File: src/rtl/pixel_rescaler.sv
// pixel_rescaler: maps signed convolution results onto an NB_OUT-bit pixel range.
// The frame extremes are latched on i_start, then each accepted pixel is
// clamped, offset by the minimum, scaled by full scale and divided by the
// frame range with a restoring serial divider. Exactly one pixel is in flight.
module pixel_rescaler #(
  parameter int NB_PIXEL = 19,
  parameter int NB_COUNT = 32,
  parameter int NB_OUT   = 8
) (
  input  logic                       clock,
  input  logic                       reset,
  input  logic                       i_start,
  input  logic signed [NB_PIXEL-1:0] i_maxValue,
  input  logic signed [NB_PIXEL-1:0] i_minValue,
  input  logic        [NB_COUNT-1:0] i_imageSize,
  input  logic                       i_valid,
  input  logic signed [NB_PIXEL-1:0] i_convValue,
  output logic                       o_ready,
  output logic                       o_valid,
  input  logic                       i_ready,
  output logic        [NB_OUT-1:0]   o_pixel,
  output logic                       o_done
);

  localparam int NB_RNG  = NB_PIXEL + 1;
  localparam int NB_NUM  = NB_PIXEL + 1 + NB_OUT;
  localparam int NB_REM  = NB_RNG + 1;
  localparam int NB_ITER = $clog2(NB_NUM + 1);

  localparam logic [NB_NUM-1:0]   FULL_SCALE = {{(NB_NUM-NB_OUT){1'b0}}, {NB_OUT{1'b1}}};
  localparam logic [NB_ITER-1:0]  ITER_LAST  = NB_ITER'(NB_NUM);
  localparam logic [NB_ITER-1:0]  ITER_ONE   = {{(NB_ITER-1){1'b0}}, 1'b1};
  localparam logic [NB_COUNT-1:0] CNT_ONE    = {{(NB_COUNT-1){1'b0}}, 1'b1};

  typedef enum logic [2:0] {
    S_IDLE  = 3'd0,
    S_LOAD  = 3'd1,
    S_READY = 3'd2,
    S_DIV   = 3'd3,
    S_OUT   = 3'd4
  } state_t;

  state_t                      state_q, state_d;
  logic signed [NB_PIXEL-1:0]  max_q, max_d;
  logic signed [NB_PIXEL-1:0]  min_q, min_d;
  logic        [NB_COUNT-1:0]  size_q, size_d;
  logic        [NB_COUNT-1:0]  count_q, count_d;
  logic        [NB_RNG-1:0]    range_q, range_d;
  logic        [NB_NUM-1:0]    work_q, work_d;
  logic        [NB_RNG-1:0]    rem_q, rem_d;
  logic        [NB_ITER-1:0]   iter_q, iter_d;
  logic        [NB_OUT-1:0]    pixel_q, pixel_d;
  logic                        ready_q, ready_d;
  logic                        valid_q, valid_d;
  logic                        done_q, done_d;

  logic signed [NB_PIXEL-1:0]  clamp_s;
  logic        [NB_RNG-1:0]    diff_s;
  logic        [NB_NUM-1:0]    num_s;
  logic        [NB_REM-1:0]    rem_shift_s;
  logic        [NB_REM-1:0]    rem_next_s;
  logic                        qbit_s;
  logic        [NB_NUM-1:0]    work_next_s;

  // Clamp the incoming pixel into [min,max] and form the scaled numerator.
  always_comb begin
    clamp_s = i_convValue;
    if (i_convValue < min_q) begin
      clamp_s = min_q;
    end else if (i_convValue > max_q) begin
      clamp_s = max_q;
    end else begin
      clamp_s = i_convValue;
    end
    // Sign-extend one bit so the difference never wraps; result is non-negative.
    diff_s = {clamp_s[NB_PIXEL-1], clamp_s} - {min_q[NB_PIXEL-1], min_q};
    num_s  = {{(NB_NUM-NB_RNG){1'b0}}, diff_s} * FULL_SCALE;
  end

  // One restoring-division step: shift in the next numerator bit, trial subtract.
  always_comb begin
    rem_shift_s = {rem_q, work_q[NB_NUM-1]};
    if (rem_shift_s >= {1'b0, range_q}) begin
      rem_next_s = rem_shift_s - {1'b0, range_q};
      qbit_s     = 1'b1;
    end else begin
      rem_next_s = rem_shift_s;
      qbit_s     = 1'b0;
    end
    work_next_s = {work_q[NB_NUM-2:0], qbit_s};
  end

  // Next-state and datapath control for the frame/pixel sequencer.
  always_comb begin
    state_d = state_q;
    max_d   = max_q;
    min_d   = min_q;
    size_d  = size_q;
    count_d = count_q;
    range_d = range_q;
    work_d  = work_q;
    rem_d   = rem_q;
    iter_d  = iter_q;
    pixel_d = pixel_q;
    done_d  = 1'b0;
    case (state_q)
      S_IDLE: begin
        if (i_start) begin
          max_d   = i_maxValue;
          min_d   = i_minValue;
          size_d  = i_imageSize;
          count_d = '0;
          if (i_imageSize == '0) begin
            done_d  = 1'b1;
            state_d = S_IDLE;
          end else begin
            state_d = S_LOAD;
          end
        end else begin
          state_d = S_IDLE;
        end
      end
      S_LOAD: begin
        // An inverted range degenerates to zero, which forces all results to 0.
        if (max_q < min_q) begin
          range_d = '0;
        end else begin
          range_d = {max_q[NB_PIXEL-1], max_q} - {min_q[NB_PIXEL-1], min_q};
        end
        state_d = S_READY;
      end
      S_READY: begin
        if (i_valid) begin
          work_d  = num_s;
          rem_d   = '0;
          iter_d  = '0;
          state_d = S_DIV;
        end else begin
          state_d = S_READY;
        end
      end
      S_DIV: begin
        // NB_NUM shift steps, then one cycle to publish: fixed latency even for range 0.
        if (iter_q == ITER_LAST) begin
          if (range_q == '0) begin
            pixel_d = '0;
          end else begin
            pixel_d = work_q[NB_OUT-1:0];
          end
          state_d = S_OUT;
        end else begin
          work_d = work_next_s;
          rem_d  = NB_RNG'(rem_next_s);
          iter_d = iter_q + ITER_ONE;
        end
      end
      S_OUT: begin
        if (i_ready) begin
          count_d = count_q + CNT_ONE;
          if (count_d == size_q) begin
            done_d  = 1'b1;
            state_d = S_IDLE;
          end else begin
            state_d = S_READY;
          end
        end else begin
          state_d = S_OUT;
        end
      end
      default: begin
        state_d = S_IDLE;
      end
    endcase
    ready_d = (state_d == S_READY);
    valid_d = (state_d == S_OUT);
  end

  // State and datapath registers; reset returns everything to idle immediately.
  always_ff @(posedge clock or posedge reset) begin
    if (reset) begin
      state_q <= S_IDLE;
      max_q   <= '0;
      min_q   <= '0;
      size_q  <= '0;
      count_q <= '0;
      range_q <= '0;
      work_q  <= '0;
      rem_q   <= '0;
      iter_q  <= '0;
      pixel_q <= '0;
      ready_q <= 1'b0;
      valid_q <= 1'b0;
      done_q  <= 1'b0;
    end else begin
      state_q <= state_d;
      max_q   <= max_d;
      min_q   <= min_d;
      size_q  <= size_d;
      count_q <= count_d;
      range_q <= range_d;
      work_q  <= work_d;
      rem_q   <= rem_d;
      iter_q  <= iter_d;
      pixel_q <= pixel_d;
      ready_q <= ready_d;
      valid_q <= valid_d;
      done_q  <= done_d;
    end
  end

  assign o_ready = ready_q;
  assign o_valid = valid_q;
  assign o_pixel = pixel_q;
  assign o_done  = done_q;

endmodule

File: config.mk
export PLATFORM = sky130hd
export DESIGN_NAME = pixel_rescaler
export DESIGN_NICKNAME = d
export VERILOG_FILES = /design/src/rtl/pixel_rescaler.sv
export SDC_FILE = /design/constraint.sdc
export NUM_CORES = 1
export LEC_CHECK = 0
export BUFFER_PORTS_ARGS = -buffer_cell sky130_fd_sc_hd__buf_4
export CAP_MARGIN = 20
export CORE_MARGIN = 4
export CORE_UTILIZATION = 57
export CTS_CLUSTER_SIZE = 10
export DETAILED_ROUTE_END_ITERATION = 8
export PLACE_DENSITY = 0.79
export SYNTH_ARGS = -nofsm -noshare
export SYNTH_HDL_FRONTEND = slang
export SYNTH_SLANG_ARGS = --single-unit
export TNS_END_PERCENT = 100
File: constraint.sdc
create_clock -name clock -period 8.4 [get_ports clock]
set_input_delay 0 -clock clock [delete_from_list [all_inputs] [get_ports clock]]
set_output_delay 0 -clock clock [all_outputs]
set_load 0.03 [all_outputs]
==> metrics.txt <==
Final period util=99.92%; Die ar.=32160 sq um; RSZ-0062 raised after global routing=yes; Synthesized Nets=2187; critical path's largest stage delay=550 ps; drt drc=0; dpl hpwl=34.03 mm; Max Slew Vio Count=0; Vias/cell=5.944; CP required=8710 ps; Final Instance Area=20460 sq um; Tot GR Track Use=28.47%; # IOs=105; Reg clk slew, reported paths=80 ps; number of synthesized flops with an enable pin=0; clk_lat worst skew=450 ps; Worst path most repeated cell=buf_4; Core Box Area=28860 sq um; synthesized cell area=16730 sq um; Final setup violation count=0; largest net degree at the start of global routing=117; synthesis-stage register bit count=189; cell count after synthesis=1856; top_reg_cell synth=dfrtp_1; register area share after synthesis=28.27%; number of global-route vias before repair=14427; GRT overflow=0; CP Capture Type=flip-flop; Total Wirelength=47.59 mm; final hold vios=0; Area contributors post-synth=dfrtp_1, ha_1, fa_1; Clock Tree Buf Depth=2; cell taking the most area after synthesis=dfrtp_1; Synth top area share=28.27%; CTS tree=yes; via count=14872; Die Ht=179.3 um; clock sinks=189; nets=2435; Max Fclk=0.1191 GHz; Root Buffer=clkbuf_16; Synth cell types=83; CTS Buf Count=17; initial antenna violation count=0; gpl congestion=0.9668; Ys Warns=0; Critical Path AT=8700 ps; Mapped Avg Cell Area=9.014 sq um; Worst Tran Pin Value=950.4 ps; CP startpoint=min_q[1]; Slew Limit Headroom=36.64%; Wirelength per Cell=19.02 um; most frequent cells in the layout=inv_1, buf_4, dfrtp_1; Final ANT Viol Nets=0; H-tree depth=4; # port buffers=104; status=complete, no violations; asr flop ratio synth=100.0%; most common cell after layout, fill and taps aside=inv_1; Syn-to-layout area delta=22.29%; first-pass GRT wire length=73.51 mm; MaxCap Viol Count=0; share of cells above drive strength 1=19.32%; Startpoint Class=flip-flop; Core Rows=62; Die W=179.3 um; CP max stage cell=fa_1; HP Start=i_valid; Iteration-0 DRC Markers=1136; type of the worst min-delay path=input port to flip-flop; Detailed Routing Iterations Pass 1=5; CP Max Fanout=6; minimum clock period=8393 ps; crit path kind=flip-flop to flip-flop; Initial Utilization=57.97%; RR Startpoint=min_q[1]; Clock Skew=12.76 ps; Placed Instance Area=18290 sq um
[metal layers]
metal	track usage, %	vias to the layer above	wire [um]
li1	-	6929	-
met1	40.18	7280	20400
met4	7.426	0	1396
met3	4.766	99	3074
met5	0	-	0
met2	46.01	564	22730
[worst max-delay path: cells and delay by family (launching register included)]
family	cells	cell delay, ps
adder cells (fa/ha/maj)	7	2850
multiplexers	1	120
buffers and inverters	10	1120
AO/OA/AOI/OAI	14	2430
XOR/XNOR	2	340
flip-flops	1	400
AND/OR/NAND/NOR	4	970
[repair_timing]
action,in CTS,in global routing
hold endpoints to repair,191,0
buffers inserted,4,32
pin swaps,7,92
endpoints found under the setup margin,7,16
hold buffers,73,0
gates resized for setup,15,99
cloned,0,1
[registers in the layout (all words and copies together), names as in the netlist, 8 cells and up]
name	count
count_q	32
size_q	32
work_q	28
range_q	20
rem_q	20
max_q	19
min_q	19
o_pixel	8
[metrics by stage]
stage | std cells | TNS (ps) | setup slack (ps) | hold slack, ps | utilization, %
after floorplan | 1856 | -42.54 | -42.54 | 107.3 | -
after global placement | 2359 | 0 | 32.04 | 203.3 | 63.39
after detailed placement | 2359 | -1096 | -315.9 | 208.7 | 63.39
after CTS | 2468 | 0 | 0.06395 | 37.78 | 68.39
after global routing | 2501 | -2026 | -337.4 | 69.34 | 70.89
final | 2502 | 0 | 6.724 | 53.67 | 70.89
[final cells by class]
class | instances | area (sq um)
Clock inverter | 13 | 145.1
Fill cell | 2038 | 8399
Antenna cell | 1 | 2.502
Tap cell | 384 | 480.5
Multi-Input combinational cell | 1379 | 11410
Inverter | 227 | 859.6
Clock buffer | 19 | 452.9
Timing Repair Buffer | 290 | 2382
Sequential cell | 189 | 4730
[cell usage after synthesis (20+ instances only)]
cell / count
xnor2_1: 82
inv_1: 227
a21oi_1: 99
dfrtp_1: 189
fa_1: 84
o21ai_0: 161
a31oi_1: 21
clkbuf_1: 41
mux2_2: 37
nand4_1: 20
a22o_1: 25
xor2_1: 43
nor4_1: 20
a21o_1: 33
ha_1: 153
nand3_1: 44
nand2_1: 156
mux2i_1: 55
nor2_1: 109
[final timing paths]
check | endpoint | slack (ps) | cells past startpoint
worst max-delay path | work_q[26] | 7 | 38
worst min-delay path | rem_q[13] | 50 | 4
worst max register to register | work_q[26] | 7 | 38
worst min register to register | rem_q[19] | 490 | 2
max in group asynchronous | max_q[4] | 6690 | 4
min in group asynchronous | o_valid | 240 | 3
[cell families (layout without fill, tap and decap cells)]
group / count (synthesis) / after routing / share of synthesized area [%]
buf+inv: 288 / 549 / 6.963
mux: 92 / 92 / 5.781
xor+xnor: 125 / 125 / 6.544
flops: 189 / 189 / 28.27
compound gates: 442 / 442 / 16.34
simple gates: 481 / 481 / 14.49
other cells: 0 / 1 / 0
fa+ha+maj: 239 / 239 / 21.61
Power is not shown: default switching activity piles up to over one toggle a cycle in this logic, so the estimate is an artifact.
